[src/rtl/ps2_pkg.sv]
// Shared PS/2 definitions: transmitter state encoding, keyboard command bytes
// and the microsecond-to-clock-cycle conversion used to size timers.
package ps2_pkg;

  typedef enum logic [2:0] {
    IDLE,
    INHIBIT,
    REQ,
    WAIT_CLK,
    SEND,
    RELEASE,
    DONE,
    ERR
  } ps2_state_e;

  localparam logic [7:0] CMD_SET_LEDS = 8'hED;
  localparam logic [7:0] CMD_ECHO     = 8'hEE;
  localparam logic [7:0] CMD_RESET    = 8'hFF;
  localparam logic [7:0] RESP_ACK     = 8'hFA;

  function automatic int unsigned us_to_cyc(input int unsigned clk_hz, input int unsigned us);
    return (clk_hz / 1000000) * us;
  endfunction

endpackage

[src/rtl/ps2_line_sync.sv]
// Two-flop synchronizer for one raw PS/2 pin plus a history flop that yields
// a single-cycle pulse on each falling edge. Idle level of the bus is high.
module ps2_line_sync (
  input  logic sys_clk,
  input  logic sys_rst,
  input  logic pin_in,
  output logic level,
  output logic fall
);

  logic meta_reg;
  logic sync_reg;
  logic hist_reg;

  always_ff @(posedge sys_clk) begin
    if (sys_rst) begin
      meta_reg <= 1'b1;
      sync_reg <= 1'b1;
      hist_reg <= 1'b1;
    end else begin
      meta_reg <= pin_in;
      sync_reg <= meta_reg;
      hist_reg <= sync_reg;
    end
  end

  assign level = sync_reg;
  assign fall  = hist_reg & ~sync_reg;

endmodule

[src/rtl/ps2_host_tx.sv]
// PS/2 host-to-device transmitter: inhibits the bus, issues a request-to-send,
// shifts out one byte with odd parity on device clock edges and checks the ACK.
module ps2_host_tx
  import ps2_pkg::*;
#(
  parameter int unsigned CLK_HZ      = 100000000,
  parameter int unsigned INHIBIT_US  = 120,
  parameter int unsigned REQ_US      = 5,
  parameter int unsigned START_TO_US = 15000,
  parameter int unsigned PKT_TO_US   = 2000
) (
  input  logic       sys_clk,
  input  logic       sys_rst,
  input  logic [7:0] tx_data,
  input  logic       tx_start,
  output logic       busy,
  output logic       done,
  output logic       ack_ok,
  output logic       error,
  output logic       rx_inhibit,
  input  logic       ps2clk_in,
  input  logic       ps2data_in,
  output logic       ps2clk_drive_low,
  output logic       ps2data_drive_low
);

  localparam int unsigned INHIBIT_CYC  = us_to_cyc(CLK_HZ, INHIBIT_US);
  localparam int unsigned REQ_CYC      = us_to_cyc(CLK_HZ, REQ_US);
  localparam int unsigned START_TO_CYC = us_to_cyc(CLK_HZ, START_TO_US);
  localparam int unsigned PKT_TO_CYC   = us_to_cyc(CLK_HZ, PKT_TO_US);
  localparam int          CW           = $clog2(START_TO_CYC + 1);

  localparam logic [CW-1:0] INHIBIT_LAST  = CW'(INHIBIT_CYC - 1);
  localparam logic [CW-1:0] REQ_LAST      = CW'(REQ_CYC - 1);
  localparam logic [CW-1:0] START_TO_LAST = CW'(START_TO_CYC - 1);
  localparam logic [CW-1:0] PKT_TO_LAST   = CW'(PKT_TO_CYC - 1);

  logic clk_level, clk_fall, data_level, data_fall_unused;

  ps2_line_sync u_clk_sync (
    .sys_clk (sys_clk),
    .sys_rst (sys_rst),
    .pin_in  (ps2clk_in),
    .level   (clk_level),
    .fall    (clk_fall)
  );

  ps2_line_sync u_data_sync (
    .sys_clk (sys_clk),
    .sys_rst (sys_rst),
    .pin_in  (ps2data_in),
    .level   (data_level),
    .fall    (data_fall_unused)
  );

  ps2_state_e    state_reg, state_next;
  logic [CW-1:0] timer_reg, timer_next;
  logic [3:0]    edge_reg, edge_next;
  logic [7:0]    shift_reg, shift_next;
  logic          parity_reg, parity_next;
  logic          clk_low_reg, clk_low_next;
  logic          data_low_reg, data_low_next;
  logic          ack_reg, ack_next;
  logic          err_reg, err_next;

  always_ff @(posedge sys_clk) begin
    if (sys_rst) begin
      state_reg    <= IDLE;
      timer_reg    <= '0;
      edge_reg     <= '0;
      shift_reg    <= '0;
      parity_reg   <= 1'b0;
      clk_low_reg  <= 1'b0;
      data_low_reg <= 1'b0;
      ack_reg      <= 1'b0;
      err_reg      <= 1'b0;
    end else begin
      state_reg    <= state_next;
      timer_reg    <= timer_next;
      edge_reg     <= edge_next;
      shift_reg    <= shift_next;
      parity_reg   <= parity_next;
      clk_low_reg  <= clk_low_next;
      data_low_reg <= data_low_next;
      ack_reg      <= ack_next;
      err_reg      <= err_next;
    end
  end

  // One timer serves the inhibit/request/start phases, then restarts at
  // edge 1 to bound the whole packet including the release wait.
  always_comb begin
    state_next    = state_reg;
    timer_next    = timer_reg + CW'(1);
    edge_next     = edge_reg;
    shift_next    = shift_reg;
    parity_next   = parity_reg;
    clk_low_next  = clk_low_reg;
    data_low_next = data_low_reg;
    ack_next      = ack_reg;
    err_next      = err_reg;
    case (state_reg)
      IDLE: begin
        timer_next = '0;
        if (tx_start) begin
          shift_next    = tx_data;
          parity_next   = ~^tx_data;
          ack_next      = 1'b0;
          err_next      = 1'b0;
          clk_low_next  = 1'b1;
          data_low_next = 1'b0;
          state_next    = INHIBIT;
        end
      end
      INHIBIT: begin
        if (timer_reg == INHIBIT_LAST) begin
          timer_next    = '0;
          data_low_next = 1'b1;
          state_next    = REQ;
        end
      end
      REQ: begin
        if (timer_reg == REQ_LAST) begin
          timer_next   = '0;
          clk_low_next = 1'b0;
          edge_next    = '0;
          state_next   = WAIT_CLK;
        end
      end
      WAIT_CLK: begin
        if (clk_fall) begin
          data_low_next = ~shift_reg[0];
          shift_next    = shift_reg >> 1;
          edge_next     = 4'd1;
          timer_next    = '0;
          state_next    = SEND;
        end else if (timer_reg == START_TO_LAST) begin
          clk_low_next  = 1'b0;
          data_low_next = 1'b0;
          err_next      = 1'b1;
          state_next    = ERR;
        end
      end
      SEND: begin
        // edge_reg holds the previous edge number; this fall is edge_reg+1.
        if (clk_fall) begin
          edge_next = edge_reg + 4'd1;
          if (edge_reg < 4'd8) begin
            data_low_next = ~shift_reg[0];
            shift_next    = shift_reg >> 1;
          end else if (edge_reg == 4'd8) begin
            data_low_next = ~parity_reg;
          end else if (edge_reg == 4'd9) begin
            data_low_next = 1'b0;
          end else begin
            ack_next   = ~data_level;
            state_next = RELEASE;
          end
        end else if (timer_reg == PKT_TO_LAST) begin
          clk_low_next  = 1'b0;
          data_low_next = 1'b0;
          err_next      = 1'b1;
          state_next    = ERR;
        end
      end
      RELEASE: begin
        if (clk_level && data_level) begin
          state_next = DONE;
        end else if (timer_reg == PKT_TO_LAST) begin
          clk_low_next  = 1'b0;
          data_low_next = 1'b0;
          err_next      = 1'b1;
          state_next    = ERR;
        end
      end
      DONE, ERR: begin
        state_next = IDLE;
      end
      default: begin
        state_next = IDLE;
      end
    endcase
  end

  assign done              = (state_reg == DONE) || (state_reg == ERR);
  assign busy              = (state_reg != IDLE) && !done;
  assign rx_inhibit        = busy;
  assign ack_ok            = ack_reg;
  assign error             = err_reg;
  assign ps2clk_drive_low  = clk_low_reg;
  assign ps2data_drive_low = data_low_reg;

endmodule

[config.mk]
export PLATFORM = sky130hd
export DESIGN_NAME = ps2_host_tx
export DESIGN_NICKNAME = d
export VERILOG_FILES = /design/src/rtl/ps2_pkg.sv /design/src/rtl/ps2_line_sync.sv /design/src/rtl/ps2_host_tx.sv
export SDC_FILE = /design/constraint.sdc
export NUM_CORES = 1
export LEC_CHECK = 0
export CORE_ASPECT_RATIO = 0.75
export CORE_MARGIN = 2
export CORE_UTILIZATION = 35
export DETAILED_ROUTE_END_ITERATION = 10
export GPL_TIMING_DRIVEN = 0
export PLACE_DENSITY = 0.62
export SYNTH_ARGS = -nofsm -noshare
export SYNTH_HDL_FRONTEND = slang
export SYNTH_SLANG_ARGS = --single-unit
[constraint.sdc]
create_clock -name sys_clk -period 4.22 [get_ports sys_clk]
set_clock_uncertainty 0.2 [all_clocks]
set_input_delay 0.633 -clock sys_clk [delete_from_list [all_inputs] [get_ports sys_clk]]
set_output_delay 0.633 -clock sys_clk [all_outputs]
set_load 0.01 [all_outputs]
==> results of run 1 <==
layout by cell type (no fill, tap or decap), types with 2 or more instances in the layout:
cell and count:
or3b_2 2, mux2_2 7, o211ai_1 2, o21bai_1 2, and4_1 2, nor2_1 53
or3_1 5, nand3b_1 2, nor2b_1 3, nand4_1 8, a211oi_1 3, xnor2_1 15
clkdlybuf4s50_1 18, inv_1 7, nor3_1 10, a31oi_1 3, mux2i_1 9, nand2_1 25
dfxtp_1 46, clkbuf_1 14, nand2b_1 4, nand4b_1 2, nand3_1 9, a21oi_1 13
and3_1 2, ha_1 4, o21ai_0 7, xor2_1 11, or2_2 6, nor4_1 5
buf_2 3, clkbuf_8 5, o21a_1 2
metal layers:
layer,vias up,part of all wire [%],track usage [%]
li1,1121,-,-
met1,1034,53,23.8
met2,71,40,20.1
met3,6,5.8,2.92
met4,0,0.94,4.46
met5,-,0,0
area by class of cell:
class	count	area share, %
multi-input cells	235	51.1
flip-flops and latches	46	31.9
repair buffers	18	6.25
well taps	98	4.25
plain buffers	18	2.60
clock buffers	6	2.52
inverters	7	0.911
clock inverters	2	0.477
report_power, final:
group          leakage (uW)  internal, uW  switching, uW
sequential         0.000374           481           27.0
clock             0.0000452           117            159
combinational      0.000571           226            287
total              0.000990           824            474
metrics by stage:
stage,hold slack (ns),setup WS [ns]
after floorplan,0.189,1.84
after global placement,0.193,1.38
after detailed placement,0.196,1.37
after CTS,0.219,1.07
after global routing,0.238,0.935
final,0.217,1.09
kinds of logic after synthesis:
kind of cell    after synthesis  share of synthesized area, %
simple gates                144                          29.2
flops                        46                          36.9
compound gates               45                          11.9
xor+xnor                     26                          9.13
buf+inv                      25                          4.06
mux                          16                          6.77
fa+ha+maj                     4                          2.01
worst paths after layout:
kind,startpoint,endpoint,slack [ns],depth (start not counted)
max reg2reg,timer_reg[8],ps2data_drive_low,1.44,6
min,u_data_sync.meta_reg,u_data_sync.level,0.22,1
min reg2reg,u_data_sync.meta_reg,u_data_sync.level,0.22,1
max,state_reg[1],rx_inhibit,1.09,6
==> results.yml, run 1 <==
yosys:
  ys_seq_area_share_pct: 36.9
  synth_top_area_share_pct: 36.9
  synthDistinctLibCells: 52
  synth_warnings: 0
  ys_top_cells_by_area: "dfxtp_1 (37%), nor2_1 (8.0%), xnor2_1 (5.3%)"
  synth.most_common_cell: "nor2_1"
  syn_inst: 306
  synth_nets: 323
  synth_top_cell_by_area: "dfxtp_1"
  syn_area_sq_mm: 0.00249
  synthArstFlopShare_pct: 0
  synth-seq-cells: 46
  synth_top_cells_by_count: "nor2_1 (53), dfxtp_1 (46), nand2_1 (25)"
  synth_ff_type: "dfxtp_1"
  synth_edf_count: 0
  synth_area_per_cell_sq_um: 8.15
drt:
  totalWireLength_microns: 5630
  firstDrtPassIters: 5
  wl_per_cell_microns: 13.1
  drc: 0
  ant_nets: 0
  initialDrtViolationCount: 174
  vias: 2232
  avgViaCountPerCell: 5.19
die:
  die_h_microns: 77.1
  ios: 20
  die_area_sq_mm: 0.00783
  num_rows: 26
  start_util_pct: 36.3
  coreArea_sq_mm: 0.00686
  die_w_microns: 101
global_routing:
  grt_max_degree: 15
  grt_pass1_wl_microns: 9450
  grt_overflow: 0
  grt_pass1_vias: 1938
  antenna_found_initial: 0
  grt_use_total_pct: 15.1
worst_setup_path:
  cp_cell_sequence: "clkbuf_1, buf_1, nor3_1, nor2_1, buf_4, clkdlybuf4s50_1"
  max_stage_delay_ns: 0.52
  critical_path_buf_inv_count: 4
  cp-end-kind: "primary output"
  worstPathArrival_ns: 2.30
  worstSetupPathType: "reg2out"
  critPathSlowestCell: "clkdlybuf4s50_1"
  crit_fanout: 10
  critPathTopFamily: "buffers and inverters"
  start_kind: "register"
  crit_required_ns: 3.39
final_layout:
  layout.nets: 348
  final_area_sq_mm: 0.00288
  post_layout_nonfiller_instances: 430
  fillers: 705
  seqCellArea_sq_um: 921
  diodes: 0
  area_growth_pct: 15.6
  multi_input_area_sq_mm: 0.00147
  largest_reg_flops: 21
  drive_gt1_share_pct: 8.43
  fin_util_pct: 42.0
power_and_ir_drop:
  leakage_uw: 0.000990
  vdd_ir_drop_max_uv: 164
  power_density_mw_per_mm2: 450
  p_total_uw: 1300
run:
  cap_violations: 0
clocking:
  clock_sinks: 46
  post_cts.repair.setup_buffers: 0
  clk_latency_ns: 0.30
  htree_levels: 2
  ctsHoldBuffers: 0
  numCtsBuffers: 5
  cts_tree: "done"
  post_cts_resized: 0
  cts-root-buf: "clkbuf_8"
  clk_pin_slew_ns: 0.09
  cts.path.max_buffers: 2
placed_design:
  place_hpwl_microns: 4200
  gp_congestion: 0.894
  dp.cells: 422
  port_buffers: 18
  dpl-instance-area_sq_mm: 0.00280
worst_hold_path:
  hp-class: "reg2reg"
timing:
  fin_crit_sh_pct: 74.2
  min_period_ns: 3.13
  fmax_mhz: 319
  finalMaxSlewViolations: 0
  finalHoldViolCount: 0
  worst_pin_slew_ns: 0.628
  setup_tns_ns: 0
  finalSetupViolCount: 0
  slew_headroom_pct: 57.8
  rsz0062_at_grt: "no"
outcome:
  outcome: "finished, final reports clean"
(Power assumes the default switching activity.)
==> inputs of run 2 (changes only) <==
- clock period: 4.22 -> 2.9 ns (I/O delays scaled with it)
==> run 2 against run 1 <==
  * Combinational power grew 46%
  * Sequential power increased by 45%
  * First-iteration DRC count decreased by 28%
  * Register-to-register slack worse by 1.3 ns
  * Flip-flop and latch count did not move
  * Cell area up 0.30%
  * Critical path type unchanged
  * Sequential share of layout area fell by 0.097 points
  * Setup slack got worse by 0.98 ns
  * Clock power increased by 45%
  * Die area stayed put
  * Hold slack unchanged
  * Non-clock buffer count stayed put
==> results.yml, run 2 (synthesis gave the netlist of run 1 again) <==
outcome:
  outcome: "finished, final reports clean"
timing:
  fin_crit_sh_pct: 96.2
  slew_headroom_pct: 56.6
  finalMaxSlewViolations: 0
  rsz0062_at_grt: "yes"
  finalSetupViolCount: 0
  fmax_mhz: 358
  worst_pin_slew_ns: 0.647
  whs_ns: 0.217
  min_period_ns: 2.79
  finalHoldViolCount: 0
worst_setup_path:
  worstPathArrival_ns: 2.16
  start_kind: "register"
  max_stage_delay_ns: 0.52
  crit_required_ns: 2.27
  worstSetupPathType: "reg2out"
  crit_fanout: 10
  cp-end-kind: "primary output"
  cp_cell_sequence: "clkbuf_1, buf_2, nor3_1, nor2_1, buf_4, clkdlybuf4s50_1"
  critical_path_buf_inv_count: 4
  rr_worst_depth: 6
  critPathSlowestCell: "clkdlybuf4s50_1"
  critPathTopFamily: "buffers and inverters"
  cp.depth: 6
global_routing:
  grt_pass1_wl_microns: 9450
  grt_use_total_pct: 15.1
  grt_overflow: 0
  grt_max_degree: 15
  grt_pass1_vias: 1938
  antenna_found_initial: 0
final_layout:
  area_growth_pct: 15.9
  final_area_sq_mm: 0.00289
  fillers: 710
  largest_reg_flops: 21
  drive_gt1_share_pct: 9.34
  diodes: 0
  final_common_cell: "nor2_1"
  layout.nets: 348
  final_cell_mix: "nor2_1 (53), dfxtp_1 (46), nand2_1 (25)"
clocking:
  htree_levels: 2
  cts_tree: "done"
  cts.path.max_buffers: 2
  numCtsBuffers: 5
  clk_pin_slew_ns: 0.09
  clock_sinks: 46
  cts-root-buf: "clkbuf_8"
  ctsHoldBuffers: 0
  clk_latency_ns: 0.30
worst_hold_path:
  hp-class: "reg2reg"
  hold_depth: 1
placed_design:
  place_hpwl_microns: 4200
  port_buffers: 18
  gp_congestion: 0.894
  dpl-instance-area_sq_mm: 0.00280
die:
  die_area_sq_mm: 0.00783
  die_w_microns: 101
  start_util_pct: 36.3
  coreArea_sq_mm: 0.00686
  ios: 20
  die_h_microns: 77.1
  num_rows: 26
power_and_ir_drop:
  vdd_ir_drop_max_uv: 238
  power_frac_seq_pct: 39.1
  switching_power_uw: 688
  internal_power_uw: 1200
  p_total_uw: 1890
  sw_frac_of_total_pct: 36.4
  leakage_uw: 0.000998
  p_comb_share_pct: 39.7
  p_clk_share_pct: 21.2
  power_density_mw_per_mm2: 653
run:
  cap_violations: 0
drt:
  avgViaCountPerCell: 5.07
  drc: 0
  totalWireLength_microns: 5610
  vias: 2178
  wl_per_cell_microns: 13.0
  ant_nets: 0
  initialDrtViolationCount: 126
  firstDrtPassIters: 4
==> run 2: changes by cell type in the layout (fill, tap and decap cells not counted) <==
cell,delta
nor4_1,-1
nor4_2,+1
buf_2,+1
clkbuf_1,-1
buf_1,-1
clkbuf_2,+1
==> run 2: metal layers <==
| metal | vias up | wire length (microns) | global-route usage (%) |
|---|---|---|---|
| met5 | - | 0 | 0 |
| met4 | 0 | 59 | 4.46 |
| met3 | 5 | 315 | 2.92 |
| met2 | 50 | 2240 | 20.1 |
| met1 | 999 | 3000 | 23.8 |
| li1 | 1124 | - | - |
==> run 2: stage by stage <==
stage,worst slack [ns],util [%],TNS (ns),std cells
CTS,0.0390,42.0,0,430
floorplan,0.523,-,0,306
detailed placement,0.196,40.8,0,422
global route,-0.00815,42.1,-0.00815,430
finish,0.110,42.1,0,430
global placement,0.160,40.8,0,422
==> run 2: final timing paths <==
kind	endpoint	startpoint	slack, ns
min reg2reg	u_data_sync.level	u_data_sync.meta_reg	0.22
max	rx_inhibit	state_reg[1]	0.11
min	u_data_sync.level	u_data_sync.meta_reg	0.22
max reg2reg	edge_reg[1]	timer_reg[9]	0.15
==> run 2: layout make-up <==
cell class	count	area, sq um	share of cell area [%]
clock inverters	2	13.8	0.476
multi-input cells	235	1480	51.1
clock buffers	6	72.6	2.51
plain buffers	18	77.6	2.68
inverters	7	26.3	0.908
flip-flops and latches	46	921	31.8
well taps	98	123	4.24
repair buffers	18	180	6.23
==> run 2: timing repair <==
item / 4_1_cts / 5_1_grt
endpoints found under the hold margin: 0 / 0
setup buffers: 0 / 0
endpoints found under the setup margin: 1 / 3
gates cloned: 0 / 0
resized for setup: 1 / 3
==> run 2: power groups by stage <==
stage               Combinational, uW  Clock [uW]  Sequential (uW)
floorplan                         542           0              746
CTS                               748         417              739
global route                      836         432              748
finish                            749         401              739
global placement                  732           0              752
detailed placement                743           0              754
==> inputs of run 3 (changes only) <==
- TNS_END_PERCENT: unset -> 20
==> results of run 3 <==
No change in the layout: final DEF, timing and power equal those of run 2.
